## config.mk

```make
export PLATFORM = sky130hd
export DESIGN_NAME = sequence_player_flat
export DESIGN_NICKNAME = d
export VERILOG_FILES = /design/src/rtl/sequence_player_if.sv /design/src/rtl/sequence_player.sv /design/src/flat_wrapper.sv
export SDC_FILE = /design/constraint.sdc
export NUM_CORES = 1
export LEC_CHECK = 0
export ABC_AREA = 1
export ABC_CLOCK_PERIOD_IN_PS = 2100
export CORE_MARGIN = 2
export CORE_UTILIZATION = 25
export CTS_CLUSTER_DIAMETER = 60
export DETAILED_ROUTE_END_ITERATION = 10
export PLACE_DENSITY = 0.41
export SLEW_MARGIN = 25
export SYNTH_ARGS = -nofsm -noshare
export SYNTH_HDL_FRONTEND = slang
export SYNTH_SLANG_ARGS = --single-unit
```

## constraint.sdc

```tcl
create_clock -name div_clk -period 2.1 [get_ports div_clk]
set_clock_uncertainty 0.15 [all_clocks]
set_input_delay 0.21 -clock div_clk [delete_from_list [all_inputs] [get_ports div_clk]]
set_output_delay 0.21 -clock div_clk [all_outputs]
set_load 0.03 [all_outputs]
```

## src/rtl/sequence_player_if.sv

```systemverilog
// Sequence player bus: run/length controls, pattern-memory read port and LED-side outputs.
// master = the player, slave = the memory / control side.
interface sequence_player_if #(
  parameter int unsigned MEM_WIDTH  = 2,
  parameter int unsigned ADDR_WIDTH = 3
);
  logic                  run;
  logic [ADDR_WIDTH:0]   seq_len;
  logic [MEM_WIDTH-1:0]  r_data;
  logic                  r_en;
  logic [ADDR_WIDTH-1:0] r_addr;
  logic [MEM_WIDTH-1:0]  led;
  logic                  wrap;
  logic                  playing;

  modport master (
    input  run, seq_len, r_data,
    output r_en, r_addr, led, wrap, playing
  );

  modport slave (
    output run, seq_len, r_data,
    input  r_en, r_addr, led, wrap, playing
  );
endinterface

```

## src/rtl/sequence_player.sv

```systemverilog
// LED sequence playback engine: fetches pattern words step by step and loops over seq_len.
// Optional bounce (0..len-1..0) playback is enabled by defining SEQUENCE_PLAYER_PINGPONG_EN.
module sequence_player #(
  parameter int unsigned MEM_WIDTH  = 2,
  parameter int unsigned ADDR_WIDTH = 3,
  parameter int unsigned NUM_STEPS  = 8,
  parameter int unsigned HOLD_TICKS = 1
) (
  input  logic              div_clk,
  input  logic              rst,
  sequence_player_if.master bus
);

  localparam int unsigned LEN_W  = ADDR_WIDTH + 1;
  localparam int unsigned HOLD_W = 4;
  localparam logic [LEN_W-1:0]  MAX_LEN   = LEN_W'(NUM_STEPS);
  localparam logic [HOLD_W-1:0] HOLD_INIT = HOLD_W'(HOLD_TICKS - 1);

  typedef enum logic [1:0] {
    S_IDLE,
    S_FETCH,
    S_LOAD,
    S_SHOW
  } state_e;

  state_e                state_q, state_d;
  logic [ADDR_WIDTH-1:0] ptr_q, ptr_d;
  logic [HOLD_W-1:0]     hold_q, hold_d;
  logic [LEN_W-1:0]      len_q, len_d;
  logic                  r_en_q, r_en_d;
  logic [ADDR_WIDTH-1:0] r_addr_q, r_addr_d;
  logic [MEM_WIDTH-1:0]  led_q, led_d;
  logic                  wrap_q, wrap_d;
  logic                  playing_q, playing_d;
  logic                  restart_c;
  logic                  advance_c;
  logic [LEN_W-1:0]      len_clamp_c;
  logic [ADDR_WIDTH-1:0] last_ptr_c;
`ifdef SEQUENCE_PLAYER_PINGPONG_EN
  logic                  dir_q, dir_d;  // 0 = up, 1 = down
`endif

  assign len_clamp_c = (bus.seq_len > MAX_LEN) ? MAX_LEN : bus.seq_len;
  assign last_ptr_c  = ADDR_WIDTH'(len_q - LEN_W'(1));

  // Next-state and registered-output decode.
  always_comb begin
    state_d   = state_q;
    ptr_d     = ptr_q;
    hold_d    = hold_q;
    len_d     = len_q;
    r_en_d    = 1'b0;
    r_addr_d  = r_addr_q;
    led_d     = led_q;
    wrap_d    = 1'b0;
    playing_d = playing_q;
    restart_c = 1'b0;
    advance_c = 1'b0;
`ifdef SEQUENCE_PLAYER_PINGPONG_EN
    dir_d     = dir_q;
`endif

    case (state_q)
      S_IDLE: begin
        led_d     = '0;
        playing_d = 1'b0;
        if (bus.run && (bus.seq_len != '0)) begin
          len_d     = len_clamp_c;
          ptr_d     = '0;
          advance_c = 1'b1;
`ifdef SEQUENCE_PLAYER_PINGPONG_EN
          dir_d     = 1'b0;
`endif
        end
      end
      S_FETCH: state_d = S_LOAD;
      S_LOAD: begin
        led_d   = bus.r_data;
        hold_d  = HOLD_INIT;
        state_d = S_SHOW;
      end
      S_SHOW: begin
        if (hold_q != '0) begin
          hold_d = hold_q - HOLD_W'(1);
        end else if (!bus.run) begin
          state_d   = S_IDLE;
          led_d     = '0;
          playing_d = 1'b0;
        end else begin
`ifdef SEQUENCE_PLAYER_PINGPONG_EN
          if (len_q == LEN_W'(1)) begin
            ptr_d     = '0;
            restart_c = 1'b1;
          end else if (!dir_q) begin
            if (ptr_q == last_ptr_c) begin
              dir_d = 1'b1;
              ptr_d = ptr_q - ADDR_WIDTH'(1);
            end else begin
              ptr_d = ptr_q + ADDR_WIDTH'(1);
            end
            advance_c = 1'b1;
          end else if (ptr_q != '0) begin
            ptr_d     = ptr_q - ADDR_WIDTH'(1);
            advance_c = 1'b1;
          end else begin
            // Bottom turnaround: step 0 is not replayed, resume upward at 1.
            dir_d     = 1'b0;
            ptr_d     = (len_clamp_c > LEN_W'(1)) ? ADDR_WIDTH'(1) : '0;
            restart_c = 1'b1;
          end
`else
          if (ptr_q == last_ptr_c) begin
            ptr_d     = '0;
            restart_c = 1'b1;
          end else begin
            ptr_d     = ptr_q + ADDR_WIDTH'(1);
            advance_c = 1'b1;
          end
`endif
        end
      end
      default: state_d = S_IDLE;
    endcase

    // Sequence restart: length is re-sampled here only; zero length parks in IDLE.
    if (restart_c) begin
      len_d = len_clamp_c;
      if (len_clamp_c == '0) begin
        state_d   = S_IDLE;
        led_d     = '0;
        playing_d = 1'b0;
      end else begin
        wrap_d    = 1'b1;
        advance_c = 1'b1;
      end
    end

    if (advance_c) begin
      state_d   = S_FETCH;
      r_en_d    = 1'b1;
      r_addr_d  = ptr_d;
      playing_d = 1'b1;
    end
  end

  always_ff @(posedge div_clk or posedge rst) begin
    if (rst) begin
      state_q   <= S_IDLE;
      ptr_q     <= '0;
      hold_q    <= '0;
      len_q     <= '0;
      r_en_q    <= 1'b0;
      r_addr_q  <= '0;
      led_q     <= '0;
      wrap_q    <= 1'b0;
      playing_q <= 1'b0;
`ifdef SEQUENCE_PLAYER_PINGPONG_EN
      dir_q     <= 1'b0;
`endif
    end else begin
      state_q   <= state_d;
      ptr_q     <= ptr_d;
      hold_q    <= hold_d;
      len_q     <= len_d;
      r_en_q    <= r_en_d;
      r_addr_q  <= r_addr_d;
      led_q     <= led_d;
      wrap_q    <= wrap_d;
      playing_q <= playing_d;
`ifdef SEQUENCE_PLAYER_PINGPONG_EN
      dir_q     <= dir_d;
`endif
    end
  end

  assign bus.r_en    = r_en_q;
  assign bus.r_addr  = r_addr_q;
  assign bus.led     = led_q;
  assign bus.wrap    = wrap_q;
  assign bus.playing = playing_q;

endmodule

```

## src/flat_wrapper.sv

```systemverilog
// flat-port wrapper written by rule: the top's interface ports become plain ports
module sequence_player_flat 
#(
  parameter int unsigned MEM_WIDTH  = 2,
  parameter int unsigned ADDR_WIDTH = 3,
  parameter int unsigned NUM_STEPS  = 8,
  parameter int unsigned HOLD_TICKS = 1
)
  (div_clk, rst, bus_run, bus_seq_len, bus_r_data, bus_r_en, bus_r_addr, bus_led, bus_wrap, bus_playing);
  sequence_player_if #(.MEM_WIDTH(MEM_WIDTH), .ADDR_WIDTH(ADDR_WIDTH)) bus_i ();
  input  logic div_clk;
  input  logic rst;
  input wire logic [$bits(bus_i.run)-1:0] bus_run;
  input wire logic [$bits(bus_i.seq_len)-1:0] bus_seq_len;
  input wire logic [$bits(bus_i.r_data)-1:0] bus_r_data;
  output wire logic [$bits(bus_i.r_en)-1:0] bus_r_en;
  output wire logic [$bits(bus_i.r_addr)-1:0] bus_r_addr;
  output wire logic [$bits(bus_i.led)-1:0] bus_led;
  output wire logic [$bits(bus_i.wrap)-1:0] bus_wrap;
  output wire logic [$bits(bus_i.playing)-1:0] bus_playing;
  assign bus_i.run = bus_run;
  assign bus_i.seq_len = bus_seq_len;
  assign bus_i.r_data = bus_r_data;
  assign bus_r_en = bus_i.r_en;
  assign bus_r_addr = bus_i.r_addr;
  assign bus_led = bus_i.led;
  assign bus_wrap = bus_i.wrap;
  assign bus_playing = bus_i.playing;
  sequence_player #(.MEM_WIDTH(MEM_WIDTH), .ADDR_WIDTH(ADDR_WIDTH), .NUM_STEPS(NUM_STEPS), .HOLD_TICKS(HOLD_TICKS)) u_core (.div_clk(div_clk), .rst(rst), .bus(bus_i));
endmodule
```

Word level (Yosys, flattened, before mapping)
Index checks and enable logic that the tools add are counted.

storage, ports and cells
  output and inout port bits = 8
  logic and storage cells = 70
  bits in registers = 20

operators by class
  equal/unequal tests = 5
  muxes and demuxes = 42
  add/sub/neg operators = 3
  reductions and logical operators = 10
  $lt $le $gt $ge = 1

operators with widths
  cell                                                                      count
  3-bit two-way mux                                                         7
  1-bit two-way mux                                                         18
  2-bit two-way mux                                                         9
  2-bit one-hot mux with 3 select lines                                     2
  4-bit two-way mux                                                         2
  4-bit one-hot mux with 2 select lines                                     1
  4-bit nonzero test                                                        2
  3-bit one-hot mux with 2 select lines                                     1
  2-bit nonzero test                                                        3
  2-bit equality test (second input constant)                               2
  4-bit > comparator (second input constant)                                1
  4-bit logical NOT                                                         1
  1-bit one-hot mux with 2 select lines                                     2
  2-bit AND reduction                                                       2
  4-bit by 1-bit subtractor with 4-bit output (second input constant)       1
  3-bit by 1-bit adder with 3-bit output (second input constant)            1
  3-bit equality test                                                       1
  3-bit by 1-bit subtractor with 3-bit output (second input constant)       1
  2-bit by 1-bit equality test with 1-bit output (second input constant)    1
  2-bit logical NOT                                                         1
  2-bit by 1-bit inequality test with 1-bit output (second input constant)  1
  1-bit logical AND                                                         1

Longest topological paths before layout
  word-level depth = 9
  gate-level depth with buffers = 14
  gate-level depth less buffers = 14

Worst setup path before layout
Ideal clock, no wire load.

  path type = flip-flop to flip-flop
  start point = register u_core.len_q[0]
  end point = register u_core.playing_q (netlist: u_core.bus.playing)
  slack = 0.404 ns
  cell stages (with the launch flop) = 11
  arrival = 1.414 ns
  library setup time = 0.132 ns
  data required time = 1.818 ns
  buffers on the path = 0
  period minus slack after synthesis = 1.696 ns
  path through = dfrtp_1 > inv_1 > ha_1 > nand2_1 > nand2_2 > nor2_4 > nand2_2 > nand2_2 > nand2_1 > nor2_2 > o21ai_0

between the ends
  cells in the longest elaborated chain, start to end = 9
  elaborated cells between the ends (all ways) = 14

RTL lines
  what                                           line                    text
  start, declared                                sequence_player.sv:29   logic [LEN_W-1:0] len_q, len_d;
  start signal, assigned                         sequence_player.sv:164  len_q <= len_d;
  3-bit by 1-bit subtractor with 3-bit output *  sequence_player.sv:44   assign last_ptr_c = ADDR_WIDTH'(len_q - LEN_W'(1));
  3-bit equality test *                          sequence_player.sv:112  if (ptr_q == last_ptr_c) begin
  1-bit two-way mux                              sequence_player.sv:112
  1-bit two-way mux                              sequence_player.sv:85   end else if (!bus.run) begin
  1-bit two-way mux                              sequence_player.sv:83   if (hold_q != '0) begin
  1-bit one-hot mux with 2 select lines          sequence_player.sv:63   case (state_q)
  1-bit two-way mux                              sequence_player.sv:128  if (len_clamp_c == '0) begin
  1-bit two-way mux                              sequence_player.sv:126  if (restart_c) begin
  1-bit two-way mux *                            sequence_player.sv:138  if (advance_c) begin
  net u_core.playing_d                           sequence_player.sv:34   logic playing_q, playing_d;
  end signal, assigned                           sequence_player.sv:169  playing_q <= playing_d;
  end, declared                                  sequence_player.sv:34

The timed path passes the listed nets; every way through them passes the cells marked *.
A chain may end at the register's enable or synchronous reset.

Worst setup path in the final report
Ends and elaborated chain as after synthesis.

==> out/metrics.yaml <==
setup_path:
  startpoint_type_of_the_worst_setup_path: "flop"
  highest_delay_cell_along_the_critical_path: "sky130_fd_sc_hd__dfrtp_1"
  worstRegToRegCells: 11
  critical_path_required_ns: 2.08
  critical_path_cell_count: 11
  timing.critical_path.fanout_max: 5
  critPathKind: "flop to flop"
  cp_slowest_stage_delay_ns: 0.36
  crit_top_cell: "sky130_fd_sc_hd__nand2_2"
  worst_path_dominant_cell_family: "simple AND/OR/NAND/NOR gates"
  timing.critical_path.arrival_ns: 1.85
  worst_setup_path_end_kind: "flop"
  crit_buf_inv: 2
  cp_cell_sequence: "inv_1 -> ha_1 -> inv_1 -> nand2_2 -> nand2_2 -> nor2_4 -> nand2_2 -> nand2_2 -> nand2_1 -> nor2_2 -> o21ai_0"
grt:
  largest_net_degree_at_the_start_of_global_routing: 21
  gr-usage-met3: 0.0285
  grt.overflow.total: 0
  grt-busiest-layer: "met2"
  grt_pass1_wl_um: 4540
  grtUsageTotal: 0.108
  grt.met2_usage: 0.179
  antenna_violations_before_repair: 0
  vias_in_the_first_global_route: 994
  globalRouteMet1Util: 0.144
route:
  drt_iter0_markers: 33
  routed_wirelength_um: 2470
  drc: 0
  drt_pre_antenna_iters: 4
  avgRoutedWirePerCell_um: 10.2
  ant_nets: 0
  route.vias.total: 995
  detail_route.vias_per_cell: 4.09
clock_tree:
  path_clk_slew_ns: 0.08
  tritoncts_buffer_count: 3
  maximum_clock_path_buffer_count: 2
  hold_buffers: 0
  worstSkewPairLatency_ns: 0.26
  cts.htree.levels: 1
  tritoncts_num_sinks: 20
  post-cts-setup-buffer-count: 0
  post_cts.resized_instances: 0
  tritoncts: "done"
  clockRootBuffer: "sky130_fd_sc_hd__clkbuf_8"
timing:
  grt_setup_unrepaired: "false"
  fin_worst_hold_slack_ns: 0.122
  slew_headroom: 0.780
  final-setup-viol-count: 0
  post-route-min-period_ns: 1.87
  final.setup.tns_ns: 0
  post-route-period-util: 0.889
  slew_violations: 0
  max_freq_mhz: 535
  finalHoldViolations: 0
  tightestPinTransition_ns: 0.330
cells_and_area:
  fill_cells: 504
  non_filler_cells_final: 243
  nets: 193
  ff_latch_area_um2: 500
  synthToLayoutAreaGrowth_pct: 26.4
  multiInputGateArea_um2: 612
  num_antenna_cells: 0
  post_route_cells_drive_above_1_share: 0.148
logic_synthesis:
  yosysWarningCount: 0
  synthesis.instances: 155
  yosys.cell_types.count: 25
  cell_area_after_synthesis_um2: 1220
  synthFlopType: "sky130_fd_sc_hd__dfrtp_1"
  synth_seq_cells: 20
  synth_seq_area_share: 0.409
  count_of_flip_flops_with_a_built_in_enable_after_synthesis: 0
  postSynthNetCount: 171
  synthesis.area_per_instance_um2: 7.90
  async_reset_ff_frac: 1.00
power:
  power.density_nw_per_um2: 1220
  leakagePower_nw: 0.768
  peak_supply_drop_v: 0.000454
floorplanning:
  chipHeight_um: 74.0
  start_util: 0.259
  fp.dieW_um: 74.0
  die-area_um2: 5480
  placementRows: 25
  placeable_core_region_um2: 4720
  num_io_pins: 17
min_path:
  timing.hold.worst.class: "input pin to asynchronous set/reset pin"
outcome:
  result_of_the_run: "finished clean"
placed_design:
  dp.cells: 239
  place_hpwl_um: 1980
  gpl.final_weighted_congestion: 0.758
  io_buffers: 16
job:
  drv.max_cap_violation_count: 0
-- area by class of cell --
type,instances,area share
inverters,30,0.0728
clock buffers,3,0.0267
repair buffers,17,0.108
flip-flops and latches,20,0.323
well taps,67,0.0542
clock inverters,1,0.0194
multi-input cells,105,0.395
-- power by group --
group          leakage (nW)  internal [mW]  switching, mW
clock network        0.0357          0.254          0.133
logic                 0.463          0.349          0.590
registers             0.269          0.493         0.0726
-- registers in the layout, indices dropped and copies added, names as in the netlist --
name                count
u_core.hold_q           4
u_core.bus.r_addr       3
u_core.len_q            3
u_core.ptr_q            3
u_core.bus.led          2
u_core.state_q          2
u_core.bus.playing      1
u_core.bus.r_en         1
u_core.bus.wrap         1
-- Yosys cell counts (2+ instances only) --
library cell / number / area [um^2]
sky130_fd_sc_hd__nand2_1: 42 / 158
sky130_fd_sc_hd__nand4_1: 3 / 18.8
sky130_fd_sc_hd__nor2_2: 4 / 25.0
sky130_fd_sc_hd__inv_1: 27 / 101
sky130_fd_sc_hd__nand2_2: 5 / 31.3
sky130_fd_sc_hd__dfrtp_1: 20 / 500
sky130_fd_sc_hd__ha_1: 7 / 87.6
sky130_fd_sc_hd__inv_2: 2 / 7.51
sky130_fd_sc_hd__o21ai_0: 13 / 65.1
sky130_fd_sc_hd__nor2_4: 3 / 33.8
sky130_fd_sc_hd__nand3_1: 8 / 40.0
sky130_fd_sc_hd__a21oi_1: 3 / 15.0
sky130_fd_sc_hd__nor2_1: 6 / 22.5
-- kinds of logic (layout without fill, tap and decap cells) --
group / count (synthesis) / in the layout / synth area share
buf+inv: 30 / 51 / 0.0919
xor+xnor: 2 / 2 / 0.0143
simple gates: 76 / 76 / 0.319
compound gates: 20 / 20 / 0.0950
flops: 20 / 20 / 0.409
fa+ha+maj: 7 / 7 / 0.0715
-- per-layer routing --
metal / part of all wire / up-vias
li1: - / 525
met1: 0.47 / 459
met2: 0.49 / 9
met3: 0.028 / 2
met4: 0.0089 / 0
met5: 0 / -
-- cell usage in the layout (no fill, tap or decap) --
| cell | instances |
|---|---|
| sky130_fd_sc_hd__clkdlybuf4s50_1 | 16 |
| sky130_fd_sc_hd__bufinv_16 | 1 |
| sky130_fd_sc_hd__or2_2 | 1 |
| sky130_fd_sc_hd__inv_1 | 27 |
| sky130_fd_sc_hd__xnor2_1 | 1 |
| sky130_fd_sc_hd__ha_1 | 7 |
| sky130_fd_sc_hd__dfrtp_1 | 20 |
| sky130_fd_sc_hd__nand2_1 | 42 |
| sky130_fd_sc_hd__buf_4 | 1 |
| sky130_fd_sc_hd__nor2_2 | 4 |
| sky130_fd_sc_hd__o21ai_1 | 1 |
| sky130_fd_sc_hd__nand4_1 | 3 |
| sky130_fd_sc_hd__nand3_2 | 1 |
| sky130_fd_sc_hd__a31oi_1 | 1 |
| sky130_fd_sc_hd__nor2_4 | 3 |
| sky130_fd_sc_hd__nand3_1 | 8 |
| sky130_fd_sc_hd__inv_2 | 2 |
| sky130_fd_sc_hd__nand2_2 | 5 |
| sky130_fd_sc_hd__o21ai_0 | 13 |
| sky130_fd_sc_hd__nor3_4 | 1 |
| sky130_fd_sc_hd__a21oi_1 | 3 |
| sky130_fd_sc_hd__clkbuf_8 | 3 |
| sky130_fd_sc_hd__nand2_4 | 1 |
| sky130_fd_sc_hd__o21ai_2 | 1 |
| sky130_fd_sc_hd__o21ai_4 | 1 |
| sky130_fd_sc_hd__clkinv_1 | 1 |
| sky130_fd_sc_hd__nor2_1 | 6 |
| sky130_fd_sc_hd__nand3_4 | 1 |
| sky130_fd_sc_hd__xor2_1 | 1 |
-- path summary, 6_finish.rpt --
path / startpoint / end / slack [ns]
worst max-delay path: u_core.len_q[0] / u_core.bus.playing / 0.23
worst min-delay path: rst / u_core.hold_q[2] / 0.12
worst max register to register: u_core.len_q[0] / u_core.bus.playing / 0.23
worst min register to register: u_core.bus.r_addr[1] / u_core.bus.r_addr[1] / 0.33
max in group asynchronous: rst / u_core.state_q[0] / 1.46
min in group div_clk: u_core.bus.r_addr[1] / u_core.bus.r_addr[1] / 0.33
-- worst min-delay path, delay by kind of cell --
kind / cells / cell delay (ns)
buf+inv: 3 / 0.71
-- through the flow --
step / total power, mW / instance area, um^2 / worst slack [ns] / utilization
detailed placement: 1.53 / 1480 / 0.198 / 0.313
global route: 2.09 / 1550 / 0.0305 / 0.328
finish: 1.89 / 1550 / 0.232 / 0.328
floorplan: 1.26 / 1220 / 0.404 / -
CTS: 1.93 / 1550 / 0.202 / 0.328
global placement: 1.53 / 1480 / 0.207 / 0.313
(Power assumes the default switching activity.)
